`src/rtl/pe_mac_sequencer.sv`:
```
// pe_mac_sequencer: sequences one MAC processing element and the result RAM.
// A job computes N dot products of length K. Each result goes through
// CLEAR -> FEED -> SETTLE -> WRITE, and the results land at consecutive RAM
// addresses starting at a latched base. Control outputs decode the state
// register directly, so the asynchronous reset forces them low at once.
module pe_mac_sequencer #(
  parameter int DATA_W = 8,
  parameter int ACC_W  = 32,
  parameter int ADDR_W = 6,
  parameter int LEN_W  = 8
) (
  input  logic              clk,
  input  logic              rst,
  input  logic              start,
  input  logic [LEN_W-1:0]  len,
  input  logic [ADDR_W:0]   num_res,
  input  logic [ADDR_W-1:0] base_addr,
  input  logic              op_valid,
  output logic              op_ready,
  input  logic [DATA_W-1:0] op_north,
  input  logic [DATA_W-1:0] op_west,
  output logic              pe_clr,
  output logic [DATA_W-1:0] pe_north,
  output logic [DATA_W-1:0] pe_west,
  input  logic [ACC_W-1:0]  pe_result,
  output logic              ram_we,
  output logic [ADDR_W-1:0] ram_addr,
  output logic [ACC_W-1:0]  ram_din,
  output logic              busy,
  output logic              done,
  output logic [ADDR_W:0]   res_idx
);

  typedef enum logic [2:0] {
    S_IDLE,
    S_CLEAR,
    S_FEED,
    S_SETTLE,
    S_WRITE,
    S_DONE
  } state_t;

  state_t             state;
  state_t             state_nxt;

  logic [LEN_W-1:0]   len_q;
  logic [ADDR_W:0]    num_q;
  logic [ADDR_W-1:0]  base_q;
  logic [LEN_W-1:0]   op_cnt;
  logic [LEN_W-1:0]   op_cnt_inc;
  logic [ADDR_W:0]    res_inc;
  logic               hs;
  logic               last_op;
  logic               last_res;

  assign hs         = (state == S_FEED) && op_valid;
  assign op_cnt_inc = op_cnt + 1'b1;
  assign last_op    = (op_cnt_inc == len_q);
  assign res_inc    = res_idx + 1'b1;
  assign last_res   = (res_inc == num_q);

  // State register
  always_ff @(posedge clk or negedge rst) begin
    if (!rst) begin
      state <= S_IDLE;
    end else begin
      state <= state_nxt;
    end
  end

  // Next-state decode and state-decoded control outputs
  always_comb begin
    state_nxt = state;
    op_ready  = 1'b0;
    pe_clr    = 1'b0;
    ram_we    = 1'b0;
    ram_addr  = '0;
    ram_din   = '0;
    done      = 1'b0;
    busy      = (state != S_IDLE);
    case (state)
      S_IDLE: begin
        if (start) begin
          state_nxt = (num_res == '0) ? S_DONE : S_CLEAR;
        end
      end
      S_CLEAR: begin
        pe_clr    = 1'b1;
        state_nxt = (len_q != '0) ? S_FEED : S_SETTLE;
      end
      S_FEED: begin
        op_ready = 1'b1;
        if (op_valid && last_op) begin
          state_nxt = S_SETTLE;
        end
      end
      S_SETTLE: begin
        state_nxt = S_WRITE;
      end
      S_WRITE: begin
        ram_we    = 1'b1;
        ram_addr  = base_q + res_idx[ADDR_W-1:0];
        ram_din   = pe_result;
        state_nxt = last_res ? S_DONE : S_CLEAR;
      end
      S_DONE: begin
        done      = 1'b1;
        state_nxt = S_IDLE;
      end
      default: begin
        state_nxt = S_IDLE;
      end
    endcase
  end

  // Job parameters, operand counter and result index
  always_ff @(posedge clk or negedge rst) begin
    if (!rst) begin
      len_q   <= '0;
      num_q   <= '0;
      base_q  <= '0;
      op_cnt  <= '0;
      res_idx <= '0;
    end else begin
      if (state == S_IDLE && start) begin
        len_q   <= len;
        num_q   <= num_res;
        base_q  <= base_addr;
        res_idx <= '0;
      end
      if (state == S_CLEAR) begin
        op_cnt <= '0;
      end else if (hs) begin
        op_cnt <= op_cnt_inc;
      end
      if (state == S_WRITE) begin
        res_idx <= res_inc;
      end
    end
  end

  // PE operand registers: load only on a handshake, otherwise feed zeros so
  // the PE accumulates nothing during bubbles, CLEAR, SETTLE and WRITE
  always_ff @(posedge clk or negedge rst) begin
    if (!rst) begin
      pe_north <= '0;
      pe_west  <= '0;
    end else if (hs) begin
      pe_north <= op_north;
      pe_west  <= op_west;
    end else begin
      pe_north <= '0;
      pe_west  <= '0;
    end
  end

endmodule

```
`config.mk`:
```
export PLATFORM = sky130hd
export DESIGN_NAME = pe_mac_sequencer
export DESIGN_NICKNAME = d
export VERILOG_FILES = /design/src/rtl/pe_mac_sequencer.sv
export SDC_FILE = /design/constraint.sdc
export NUM_CORES = 1
export LEC_CHECK = 0
export ABC_CLOCK_PERIOD_IN_PS = 2100
export BUFFER_PORTS_ARGS = -buffer_cell sky130_fd_sc_hd__buf_4
export CAP_MARGIN = 20
export CORE_MARGIN = 4
export CORE_UTILIZATION = 46
export DETAILED_ROUTE_END_ITERATION = 16
export PLACE_DENSITY = 0.79
export SLEW_MARGIN = 20
export SYNTH_ARGS = -nofsm -noshare
export SYNTH_HDL_FRONTEND = slang
export SYNTH_SLANG_ARGS = --single-unit
```
`constraint.sdc`:
```
create_clock -name clk -period 2.1 [get_ports clk]
set_clock_uncertainty 0.2 [all_clocks]
set_input_delay 0.21 -clock clk [delete_from_list [all_inputs] [get_ports clk]]
set_output_delay 0.21 -clock clk [all_outputs]
set_load 0.01 [all_outputs]
```
==> results.json <==
{
  "diodes": 0,
  "share_comb_of_total_power_pct": 49.7,
  "grt_pass1_vias": 2862,
  "final_cell_area_sq_um": 4880,
  "wl_per_cell_um": 16.3,
  "switching_power_mw": 1.75,
  "final_cell_mix": "buf_4 (160), dfrtp_1 (54), dlygate4sd3_1 (38)",
  "io_pins": 139,
  "max_freq_mhz": 414,
  "fin_crit_ps": 2420,
  "die-area_sq_um": 8030,
  "slew_viol_final": 0,
  "tightestPinTransition_ps": 672,
  "ant_nets": 0,
  "numClockSinks": 55,
  "fin_crit_sh_pct": 115,
  "p_per_area_nw_per_um2": 984,
  "cts_max_path_buffers": 2,
  "relSlewSlack_pct": 55.2,
  "path_clk_slew_ps": 110,
  "cp.arrival_ps": 2010,
  "grt_first_pass_wirelength_um": 13800,
  "seq_power_share_pct": 34.8,
  "antenna_found_initial": 0,
  "cts_tree": "yes",
  "hold_class": "primary input to flip-flop",
  "synth_nets": 378,
  "synthesis.area_sq_um": 3060,
  "final_net_count": 569,
  "first_pass_iters": 4,
  "synth_top_area_share_pct": 45.0,
  "p_total_mw": 4.80,
  "synth_area_leaders": "dfrtp_1 (45%), and2_1 (7.2%), and3_1 (4.5%), xnor2_1 (4.3%), mux2_2 (4.0%)",
  "ff_latch_area_sq_um": 1380,
  "timing.final.ws_setup_ps": -316,
  "grt-ovfl-total": 0,
  "async_reset_ff_share_pct": 100,
  "p_clk_share_pct": 15.5,
  "cts_buffers": 5,
  "io_buffers": 138,
  "core_area_sq_um": 6420,
  "grt_setup_unrepaired": "yes",
  "drc_errors": 0,
  "drtIter0Drc": 200,
  "worstSetupPathType": "flip-flop to primary output",
  "synthCells": 297,
  "synth.distinct_cells": 46,
  "power.leakage_nw": 2.48,
  "cp.required_ps": 1690,
  "start_util_pct": 47.7,
  "viasPerCell": 5.16,
  "setup_violations": 4,
  "grt_max_degree": 56,
  "wl_um": 9230,
  "fillers": 413,
  "grt.total_usage_pct": 22.0,
  "multi_input_area_sq_um": 1620,
  "worstSetupEndpointType": "primary output",
  "intPower_mw": 3.05,
  "finalHoldViolCount": 0,
  "layout_commonest_cell": "buf_4",
  "cts-htree-levels": 2,
  "vias": 2921,
  "placed_area_sq_um": 4250,
  "syn_avg_cell_area_sq_um": 10.3,
  "yosys_warnings": 0,
  "syn_to_final_growth_pct": 59.4,
  "synth_top_area_cell": "dfrtp_1",
  "gp_congestion": 0.889,
  "cts_root_buffer": "clkbuf_8",
  "max_cap_violations": 0,
  "ys_seq_area_share_pct": 45.0,
  "drive_above_1_share_pct": 40.9,
  "status": "finished with violations",
  "die_w_um": 89.6,
  "clk_latency_ps": 320,
  "ir_drop_mv": 0.673,
  "synthFlopType": "dfrtp_1",
  "start_kind": "flip-flop",
  "synth_edf_count": 0,
  "dp_hpwl_um": 6380,
  "cp_max_fo": 2,
  "violations": "setup timing",
  "die_h_um": 89.6,
  "ys_ff_latch": 55,
  "num_rows": 29,
  "power.share.switching_pct": 36.5
}
==> worst max-delay path, cell delays in order, from the launching register on <==
cell and delay [ps]:
dfrtp_1 410, ha_1 300, a21o_1 180, a21oi_2 160, o21bai_1 110, a21oi_2 190, mux2i_1 200, buf_4 140
==> registers in the layout (all words and copies together), names as in the netlist <==
signal    cells
base_q        6
len_q         8
num_q         7
op_cnt        8
pe_north      8
pe_west       8
res_idx       7
state         3
==> cells in the mapped netlist, types with 7 or more instances <==
cell type	instances
a21oi_1	8
and2_1	35
and3_1	22
clkbuf_1	9
dfrtp_1	55
ha_1	7
mux2_1	10
mux2_2	11
nand2_1	21
nor2_1	17
o21ai_0	13
xnor2_1	15
xor2_1	11
==> kinds of logic (layout without fill, tap and decap cells) <==
kind of cell | after synthesis | after routing | share of synthesized area [%]
AO/OA/AOI/OAI | 39 | 39 | 7.44
XOR/XNOR | 28 | 28 | 8.99
adder cells (fa/ha/maj) | 8 | 8 | 3.51
buffers and inverters | 21 | 213 | 3.64
flip-flops | 55 | 55 | 45.0
multiplexers | 23 | 23 | 8.38
AND/OR/NAND/NOR | 123 | 123 | 23.1
==> layer usage <==
layer	GRT usage [%]	up-vias	part of all wire, %
met5	0	-	0
met4	5.68	0	1.3
met3	3.83	10	4.7
met2	38.0	86	54
met1	28.7	1424	40
li1	-	1401	-
==> cell type report <==
cell class / count / area share [%]
Clock inverter: 3 / 1.03
Timing Repair Buffer: 202 / 33.8
Multi-Input combinational cell: 221 / 33.2
Tap cell: 77 / 1.97
Sequential cell: 55 / 28.2
Clock buffer: 5 / 1.41
Inverter: 3 / 0.333
==> worst paths after layout <==
kind	from	end	slack [ps]	depth (start not counted)
worst max-delay path	res_idx[1]	ram_addr[5]	-320	7
worst min-delay path	op_valid	pe_west[4]	70	2
worst max register to register	res_idx[0]	state[2]	150	7
worst min register to register	base_q[4]	base_q[4]	320	1
max in group asynchronous	rst	state[1]	930	2
min in group asynchronous	rst	pe_north[2]	280	2
==> power by group through the flow <==
stage	Clock, mW	Sequential, mW	Combinational (mW)
final	0.745	1.67	2.39
after global routing	0.798	1.72	2.61
after CTS	0.758	1.65	2.28
after detailed placement	0	1.68	2.13
after global placement	0	1.65	2.06
after floorplan	0	1.63	1.38
==> what timing repair did <==
item | 4_1_cts | 5_1_grt
hold endpoints to repair | 92 | 0
cloned | 0 | 1
hold buffers | 38 | 0
pin swaps | 4 | 2
setup endpoints to repair | 37 | 41
gates resized for setup | 7 | 11
setup buffers | 3 | 4
==> metrics by stage <==
step	hold WS [ps]	TNS (ps)	setup slack (ps)	utilization (%)	std cells
finish	69.3	-1090	-316	76.0	566
global route	67.4	-1290	-364	76.0	566
CTS	57.7	-1310	-227	74.7	562
detailed placement	97.9	-1.84	-1.84	66.2	513
global placement	96.2	0	38.9	66.2	513
floorplan	-286	0	37.5	-	297
Note: power is estimated with default switching activity, not from simulation.
